$ cat src/rtl/seven_seg_scan_driver.sv
// Time-multiplexed seven-segment scan driver: double-buffered hex value, full 0-F glyphs,
// programmable on/dead time, leading-zero suppression, per-digit blanking and decimal points.
module seven_seg_scan_driver #(
  parameter int unsigned NUM_DIGITS     = 4,
  parameter int unsigned ON_CYCLES      = 1000,
  parameter int unsigned DEAD_CYCLES    = 16,
  parameter int unsigned SEG_ACTIVE_LOW = 0,
  parameter int unsigned AN_ACTIVE_LOW  = 0
) (
  input  logic                    clk,
  input  logic                    rst,
  input  logic [4*NUM_DIGITS-1:0] value,
  input  logic                    load,
  input  logic [NUM_DIGITS-1:0]   dp_in,
  input  logic [NUM_DIGITS-1:0]   blank_in,
  input  logic                    lz_en,
  output logic [6:0]              seg,
  output logic                    dp_out,
  output logic [NUM_DIGITS-1:0]   an,
  output logic                    frame_start
);

  localparam int unsigned CNT_MAX = (ON_CYCLES > DEAD_CYCLES) ?
                                    ((ON_CYCLES > 2) ? ON_CYCLES : 2) :
                                    ((DEAD_CYCLES > 2) ? DEAD_CYCLES : 2);
  localparam int unsigned CW = $clog2(CNT_MAX);
  localparam int unsigned IW = (NUM_DIGITS > 1) ? $clog2(NUM_DIGITS) : 1;
  localparam int unsigned VW = 4 * NUM_DIGITS;

  localparam logic [CW-1:0] ON_LAST   = CW'(ON_CYCLES - 1);
  localparam logic [CW-1:0] DEAD_LAST = CW'((DEAD_CYCLES > 0) ? (DEAD_CYCLES - 1) : 0);
  localparam logic [IW-1:0] IDX_LAST  = IW'(NUM_DIGITS - 1);

  localparam logic [6:0]            SEG_OFF = (SEG_ACTIVE_LOW != 0) ? 7'h7F : 7'h00;
  localparam logic                  DP_OFF  = (SEG_ACTIVE_LOW != 0);
  localparam logic [NUM_DIGITS-1:0] AN_OFF  = (AN_ACTIVE_LOW != 0) ? '1 : '0;

  localparam logic [1:0] S_IDLE = 2'd0;
  localparam logic [1:0] S_SHOW = 2'd1;
  localparam logic [1:0] S_DEAD = 2'd2;

  logic [1:0]            state, state_nxt;
  logic [IW-1:0]         idx, idx_nxt, idx_inc;
  logic [CW-1:0]         cnt, cnt_nxt;
  logic                  frame_edge;

  logic [VW-1:0]         act_val, pend_val, view_val;
  logic [NUM_DIGITS-1:0] act_dp, pend_dp, view_dp;
  logic [NUM_DIGITS-1:0] act_blank, pend_blank, view_blank;
  logic                  pend_flag;
  logic                  take;

  logic [3:0]            nib;
  logic                  dp_sel, blank_sel, lz_dark, lit;
  logic [NUM_DIGITS-1:0] onehot;
  logic [6:0]            glyph_pos;
  logic [6:0]            seg_nxt;
  logic                  dp_nxt;
  logic [NUM_DIGITS-1:0] an_nxt;

  function automatic logic [6:0] glyph(input logic [3:0] n);
    logic [6:0] g;
    case (n)
      4'h0:    g = 7'h7E;
      4'h1:    g = 7'h30;
      4'h2:    g = 7'h6D;
      4'h3:    g = 7'h79;
      4'h4:    g = 7'h33;
      4'h5:    g = 7'h5B;
      4'h6:    g = 7'h5F;
      4'h7:    g = 7'h70;
      4'h8:    g = 7'h7F;
      4'h9:    g = 7'h7B;
      4'hA:    g = 7'h77;
      4'hB:    g = 7'h1F;
      4'hC:    g = 7'h4E;
      4'hD:    g = 7'h3D;
      4'hE:    g = 7'h4F;
      default: g = 7'h47;
    endcase
    return g;
  endfunction

  assign idx_inc = (idx == IDX_LAST) ? '0 : idx + IW'(1);

  // Scan sequencing; frame_edge marks the edge that enters SHOW of digit 0.
  always_comb begin
    state_nxt  = state;
    idx_nxt    = idx;
    cnt_nxt    = cnt;
    frame_edge = 1'b0;
    case (state)
      S_IDLE: begin
        if (cnt == '0) begin
          cnt_nxt = CW'(1);
        end else begin
          state_nxt  = S_SHOW;
          idx_nxt    = '0;
          cnt_nxt    = '0;
          frame_edge = 1'b1;
        end
      end
      S_SHOW: begin
        if (cnt == ON_LAST) begin
          cnt_nxt = '0;
          if (DEAD_CYCLES == 32'd0) begin
            idx_nxt    = idx_inc;
            frame_edge = (idx == IDX_LAST);
          end else begin
            state_nxt = S_DEAD;
          end
        end else begin
          cnt_nxt = cnt + CW'(1);
        end
      end
      S_DEAD: begin
        if (cnt == DEAD_LAST) begin
          state_nxt  = S_SHOW;
          idx_nxt    = idx_inc;
          cnt_nxt    = '0;
          frame_edge = (idx == IDX_LAST);
        end else begin
          cnt_nxt = cnt + CW'(1);
        end
      end
      default: begin
        state_nxt = S_IDLE;
        idx_nxt   = '0;
        cnt_nxt   = '0;
      end
    endcase
  end

  // Pending data becomes visible on the same edge it is promoted to active.
  assign take       = frame_edge & pend_flag;
  assign view_val   = take ? pend_val   : act_val;
  assign view_dp    = take ? pend_dp    : act_dp;
  assign view_blank = take ? pend_blank : act_blank;

  always_comb begin
    nib       = 4'h0;
    dp_sel    = 1'b0;
    blank_sel = 1'b0;
    onehot    = '0;
    lz_dark   = lz_en && (idx_nxt != '0);
    for (int k = 0; k < NUM_DIGITS; k++) begin
      if (IW'(k) == idx_nxt) begin
        nib       = view_val[4*k +: 4];
        dp_sel    = view_dp[k];
        blank_sel = view_blank[k];
        onehot[k] = 1'b1;
      end
      if ((IW'(k) >= idx_nxt) && (view_val[4*k +: 4] != 4'h0)) begin
        lz_dark = 1'b0;
      end
    end
    lit       = (state_nxt == S_SHOW);
    glyph_pos = (blank_sel || lz_dark) ? 7'h00 : glyph(nib);
    seg_nxt   = lit ? (glyph_pos ^ SEG_OFF) : SEG_OFF;
    dp_nxt    = lit ? ((dp_sel && !blank_sel && !lz_dark) ^ DP_OFF) : DP_OFF;
    an_nxt    = lit ? (onehot ^ AN_OFF) : AN_OFF;
  end

  always_ff @(posedge clk or posedge rst) begin
    if (rst) begin
      state       <= S_IDLE;
      idx         <= '0;
      cnt         <= '0;
      an          <= AN_OFF;
      seg         <= SEG_OFF;
      dp_out      <= DP_OFF;
      frame_start <= 1'b0;
    end else begin
      state       <= state_nxt;
      idx         <= idx_nxt;
      cnt         <= cnt_nxt;
      an          <= an_nxt;
      seg         <= seg_nxt;
      dp_out      <= dp_nxt;
      frame_start <= frame_edge;
    end
  end

  // A load on the promotion edge lands in pending and keeps the flag set.
  always_ff @(posedge clk or posedge rst) begin
    if (rst) begin
      act_val    <= '0;
      act_dp     <= '0;
      act_blank  <= '0;
      pend_val   <= '0;
      pend_dp    <= '0;
      pend_blank <= '0;
      pend_flag  <= 1'b0;
    end else begin
      if (take) begin
        act_val   <= pend_val;
        act_dp    <= pend_dp;
        act_blank <= pend_blank;
      end
      if (load) begin
        pend_val   <= value;
        pend_dp    <= dp_in;
        pend_blank <= blank_in;
        pend_flag  <= 1'b1;
      end else if (take) begin
        pend_flag <= 1'b0;
      end
    end
  end

endmodule

$ cat config.mk
export PLATFORM = sky130hd
export DESIGN_NAME = seven_seg_scan_driver
export DESIGN_NICKNAME = d
export VERILOG_FILES = /design/src/rtl/seven_seg_scan_driver.sv
export SDC_FILE = /design/constraint.sdc
export NUM_CORES = 1
export LEC_CHECK = 0
export ABC_AREA = 1
export ABC_CLOCK_PERIOD_IN_PS = 2900
export BUFFER_PORTS_ARGS = -buffer_cell sky130_fd_sc_hd__buf_2
export CAP_MARGIN = 20
export CORE_UTILIZATION = 45
export CTS_CLUSTER_DIAMETER = 40
export DETAILED_ROUTE_END_ITERATION = 8
export RECOVER_POWER = 50
export SLEW_MARGIN = 20
export SYNTH_ARGS = -nofsm -noshare
export SYNTH_HDL_FRONTEND = slang
export SYNTH_SLANG_ARGS = --single-unit
$ cat constraint.sdc
create_clock -name clk -period 2.9 [get_ports clk]
set_clock_uncertainty 0.2 [all_clocks]
set_input_delay 0.58 -clock clk [delete_from_list [all_inputs] [get_ports clk]]
set_output_delay 0.58 -clock clk [all_outputs]
set_load 0.1 [all_outputs]
== Word-level counts from Yosys, hierarchy flattened ==
Memory sizes are Yosys's and may differ from the RTL's.
Cells that the tools add are included.

* Register bits: 76
* Memories kept: 1
* ROM bits: 112

{| class="wikitable"
|+ Memory list
! memory !! depth !! bits a word !! read ports !! clocked after memory_dff !! wr ports !! RTL line !! RTL
|-
| (name not given) || 16 || 7 || 1 || 0 || 0 || 63 || <nowiki>case (n)</nowiki>
|}

* Multiplexer cells: 44
* Bitwise operators: 1
* $lt $le $gt $ge: 4
* $add $sub $neg: 2
* Equal/unequal tests: 9
* Reduce and logical (&&, ||, !) cells: 19

{| class="wikitable"
|+ Operators with widths
! kind !! count
|-
| 10-bit one-hot mux with 3 select lines || 1
|-
| 4-bit 2-to-1 mux || 7
|-
| 1-bit 2-to-1 mux || 22
|-
| 10-bit 2-to-1 mux || 2
|-
| 16-bit 2-to-1 mux || 1
|-
| 4-bit nonzero test || 4
|-
| 7-bit 2-to-1 mux || 2
|-
| 2-bit 2-to-1 mux || 6
|-
| 2-bit one-hot mux with 3 select lines || 2
|-
| 10-bit by 1-bit adder with 10-bit output (second input constant) || 1
|-
| 10-bit equality test (second input constant) || 1
|-
| 10-bit by 4-bit equality test with 1-bit output (second input constant) || 1
|-
| 10-bit logical NOT || 1
|-
| 1-bit logical AND || 7
|-
| 2-bit by 1-bit equality test with 1-bit output (second input constant) || 2
|-
| 2-bit equality test (first input constant) || 2
|-
| 2-bit equality test (second input constant) || 2
|-
| 1-bit by 2-bit >= comparator with 1-bit output (first input constant) || 2
|-
| 2-bit >= comparator (first input constant) || 2
|-
| 2-bit logical NOT || 2
|-
| 2-bit nonzero test || 2
|-
| 2-bit by 1-bit adder with 2-bit output (second input constant) || 1
|-
| 1-bit by 2-bit equality test with 1-bit output (first input constant) || 1
|-
| 1-bit logical NOT || 2
|-
| 3 further kinds || 3
|}

== Depth between registers and ports, before layout ==
* Word-level depth: 14
* Depth in mapped cells: 21
* Mapped depth without buffers: 21

== Worst setup path after synthesis ==
No wires, ideal clock.

* Kind: register to register
* Start point: register cnt[0]
* End point: register seg[5]
* Setup time: 0.121 ns
* Setup slack: 0.292 ns
* Arrival time: 2.286 ns
* Required time: 2.579 ns
* Stages on the path, launching flop included: 21
* Cells stage by stage: dfrtp_1 > inv_1 > ha_1 > nand3_1 > o21ai_2 > nand2_2 > nand2_2 > buf_6 > buf_6 > nand2_1 > o21ai_1 > nand2_1 > nand2_1 > inv_1 > nand3_2 > inv_1 > ha_1 > inv_1 > nand2_1 > o21ai_0 > nor2_1

* Cells in the longest elaborated chain, start to end: 14
* Elaborated cells between the ends (all ways): 51
* Classes of those cells: order compare: 4; eq/ne: 6; mux: 26; bitwise: 1; reduce/logical: 13; memory: 1

{| class="wikitable"
|+ Ends and longest elaborated chain
! what !! RTL line !! RTL
|-
| from (decl) || 44 || <nowiki>logic [CW-1:0] cnt, cnt_nxt;</nowiki>
|-
| from (signal assigned) || 176 || <nowiki>cnt <= cnt_nxt;</nowiki>
|-
| 10-bit by 4-bit equality test with 1-bit output / 10-bit logical NOT (equally long branches) || 117, 94 ||
|-
| 1-bit 2-to-1 mux (on tied branches) || 117, 94 ||
|-
| 1-bit one-hot mux with 2 select lines * || 92 || <nowiki>case (state)</nowiki>
|-
| 1-bit AND * || 135 || <nowiki>assign take = frame_edge & pend_flag;</nowiki>
|-
| 16-bit 2-to-1 mux * || n/a ||
|-
| named net view_val[0] || 47 || <nowiki>logic [VW-1:0] act_val, pend_val, view_val;</nowiki>
|-
| parallel branches: the longest is 7 deep, another holds memory 16 x 7 bit || n/a ||
|-
| 7-bit 2-to-1 mux * || 158 || <nowiki>glyph_pos = (blank_sel || lz_dark) ? 7'h00 : glyph(nib);</nowiki>
|-
| 7-bit 2-to-1 mux * || 159 || <nowiki>seg_nxt = lit ? (glyph_pos ^ SEG_OFF) : SEG_OFF;</nowiki>
|-
| named net seg_nxt[5] || 57 || <nowiki>logic [6:0] seg_nxt;</nowiki>
|-
| to (signal assigned) || 178 || <nowiki>seg <= seg_nxt;</nowiki>
|-
| to (decl) || 17 || <nowiki>output logic [6:0] seg,</nowiki>
|}

Mark *: on every way through the listed nets, which the timed path passes.
A chain may end at the register's enable or synchronous reset.

== Worst setup path in the final report ==
* Start point: register cnt[0]
* End point: register seg[5]

* Elaborated cells between the ends (all ways): 51
* Classes of those cells: order compare: 4; eq/ne: 6; mux: 26; bitwise: 1; reduce/logical: 13; memory: 1

{| class="wikitable"
|+ RTL lines
! what !! RTL line !! RTL
|-
| 10-bit by 4-bit equality test with 1-bit output / 10-bit logical NOT (equally long branches) || 117, 94 ||
|-
| 2-bit 2-to-1 mux (on tied branches) || 117, 94 ||
|-
| 2-bit one-hot mux with 3 select lines * || 92 ||
|-
| named net idx_nxt[0] || 43 || <nowiki>logic [IW-1:0] idx, idx_nxt, idx_inc;</nowiki>
|-
| parallel branches: the longest is 7 deep, another holds memory 16 x 7 bit || n/a ||
|-
| 7-bit 2-to-1 mux * || 158 ||
|-
| 7-bit 2-to-1 mux * || 159 ||
|-
| named net seg_nxt[5] || 57 ||
|}

Marks and branches as above.

==> results_dict.tcl <==
set metrics [dict create \
    mostFrequentLayoutCell "nand2_1" \
    ant_nets 0 \
    wl_per_cell_um 13.5 \
    root_buffer "clkbuf_8" \
    num_rows 32 \
    placement.io_buffers 40 \
    boundaryPins 41 \
    cp.required_ns 2.96 \
    grt_pass1_vias 2792 \
    outcome "finished, final reports clean" \
    synth.net_count 454 \
    clk_pin_slew_ns 0.08 \
    muxShareOfSynthArea_pct 2.78 \
    yosysSeqAreaShare_pct 52.1 \
    ff2ff_path_depth 19 \
    tns_ns 0 \
    preCtsSetupSlack_ns 0.0221 \
    setup_ws_ns 0.206 \
    drc_errors 0 \
    clock_tree.buffer_depth 2 \
    drt-total-wl_mm 7.85 \
    start_util_pct 47.0 \
    grt.overflow.total 0 \
    power.leakage_nw 2.31 \
    crit_path_start "cnt[0]$_DFF_PP0_" \
    maxSlewHeadroom_pct 25.5 \
    max_freq_mhz 371 \
    coreArea_um2 7770 \
    min_period_ns 2.69 \
    gr-usage-all-layers_pct 20.4 \
    grt_pass1_wl_mm 13.3 \
    mostFrequentLayoutCells "nand2_1 (96), dfrtp_1 (75), inv_1 (43)" \
    design_area_um2 4400 \
    ys_types 35 \
    hpwl_mm 5.55 \
    synth_top_family_by_area "simple AND/OR/NAND/NOR gates" \
    cts.sinks 76 \
    cts_tree "yes" \
    fin_nets 514 \
    cp-end-kind "register" \
    antenna_found_initial 0 \
    start_kind "register" \
    synth_compound_area_share_pct 7.10 \
    whs_path_depth 3 \
    vias 2852 \
    die_x_um 92.0 \
    power_density_nw_per_um2 555 \
    critical_path_peak_fanout 6 \
    synth-async-reset-ratio_pct 100 \
    design.die.area_um2 8470 \
    finalSetupViolCount 0 \
    area_growth_pct 20.5 \
    clk-insertion-delay-late_ns 0.36 \
    dr.first_iter.drc_count 126 \
    tightest_slew_ns 1.12 \
    place.gp.congestion 0.854 \
    cts-htree-levels 3 \
    cts_hold_buf 0 \
    synthSimpleGateAreaFrac_pct 26.5 \
    syn_avg_cell_area_um2 8.77 \
    critPathKind "register to register" \
    slew_violations 0 \
    postLayoutCoreUtil_pct 56.6 \
    hp-class "primary input to register" \
    synth_cells 416 \
    grt_max_degree 42 \
    r2r_start "cnt[0]$_DFF_PP0_" \
    synth_xor_area_share_pct 0.960 \
    cts_buffers 9 \
    holdCritStartpoint "blank_in[1]" \
    p_total_mw 2.44 \
    max-cap-violations 0 \
    diodes 0 \
    routed_via_density 4.89 \
    drtPass1Iterations 4 \
    die_h_um 92.0 \
    hold_violations 0 \
    yosysWarnings 0 \
    synth_area_um2 3650 \
    layout-drive-gt1-share_pct 28.1 \
    cp.arrival_ns 2.75 \
    vdd_drop_max_mv 0.320 \
    dpl-instance-area_um2 4040 \
    synth_fa_ha_area_share_pct 3.43 \
    synth_enable_flop_cells 0 \
    period_share_pct 92.9 \
    synth_ff_type "dfrtp_1" \
    synth-seq-cells 76 \
]
## metal layers
layer	vias up	share of wire, %	GRT usage (%)	wire length, um
li1	1451	-	-	-
met4	0	2.3	9.11	182
met1	1344	48	27.6	3730
met3	13	2.8	4.56	223
met5	-	0	0	0
met2	44	47	31.3	3710
## sequential cells by signal, summed over array words and instances (netlist names)
signal,cells
an,4
idx,2
cnt,10
frame_start,1
pend_dp,4
pend_val,16
pend_blank,4
act_blank,4
state,2
act_dp,4
seg,7
pend_flag,1
act_val,16
dp_out,1
## cells in the mapped netlist, types with 3 or more instances
cell type,instances,area (um^2)
nand2_1,100,375
dfrtp_1,76,1900
inv_1,46,173
nor2_1,39,146
nand3_1,36,180
o21ai_0,23,115
nand2_2,11,68.8
ha_1,10,125
o21ai_1,10,50.1
mux2_2,9,101
nor2_2,7,43.8
a21oi_1,5,25.0
buf_6,4,45.0
nand3_2,4,40.0
clkbuf_1,3,11.3
nor2_4,3,33.8
nor3_1,3,15.0
## kinds of logic (layout without fill, tap and decap cells)
| group | count (synthesis) | after routing |
|---|---|---|
| mux | 9 | 9 |
| flops | 76 | 76 |
| xor+xnor | 4 | 4 |
| fa+ha+maj | 10 | 10 |
| buf+inv | 60 | 125 |
| simple gates | 210 | 210 |
| compound gates | 47 | 47 |
## what timing repair did
item / in CTS / in global routing
gates resized for setup: 0 / 29
setup buffers: 0 / 4
endpoints found under the setup margin: 0 / 7
## critical path, stage by stage (launching register included)
cell,delay (ns)
dfrtp_1,0.42
inv_1,0.09
ha_1,0.16
nand3_2,0.10
inv_1,0.07
nand3_1,0.11
nand2_2,0.11
nand2_1,0.08
nand2_4,0.13
inv_4,0.06
nand2_4,0.11
nor2_1,0.06
nor2_1,0.11
nand2_2,0.13
inv_2,0.10
ha_1,0.22
inv_1,0.07
nand2_2,0.06
o21ai_1,0.14
nor2_1,0.06
## cell type report
type | instances | area (um^2)
Sequential cell | 76 | 1900
Inverter | 50 | 194
Timing Repair Buffer | 59 | 365
Clock inverter | 6 | 87.6
Tap cell | 102 | 128
Fill cell | 752 | 3370
Multi-Input combinational cell | 280 | 1580
Clock buffer | 10 | 138
## metrics by stage
stage	std cells	hold slack (ns)
after global placement	562	0.261
final	583	0.216
after floorplan	416	0.238
after CTS	578	0.0937
after global routing	583	0.218
after detailed placement	562	0.259
## path summary, 6_finish.rpt
path | to | slack [ns]
worst max-delay path | seg[5]$_DFF_PP0_ | 0.21
worst min-delay path | pend_blank[1]$_DFFE_PP0P_ | 0.22
min in group asynchronous | cnt[6]$_DFF_PP0_ | 0.24
worst min register to register | act_val[3]$_DFF_PP0_ | 0.27
max in group asynchronous | seg[5]$_DFF_PP0_ | 0.74
worst max register to register | seg[5]$_DFF_PP0_ | 0.21
## power breakdown
group	switching, mW	leakage, nW	internal, mW	total (mW)
Sequential	0.0217	0.922	1.13	1.15
Clock	0.417	0.105	0.506	0.923
Combinational	0.268	1.28	0.0938	0.362
Total	0.707	2.31	1.73	2.44
(Power assumes the default switching activity.)
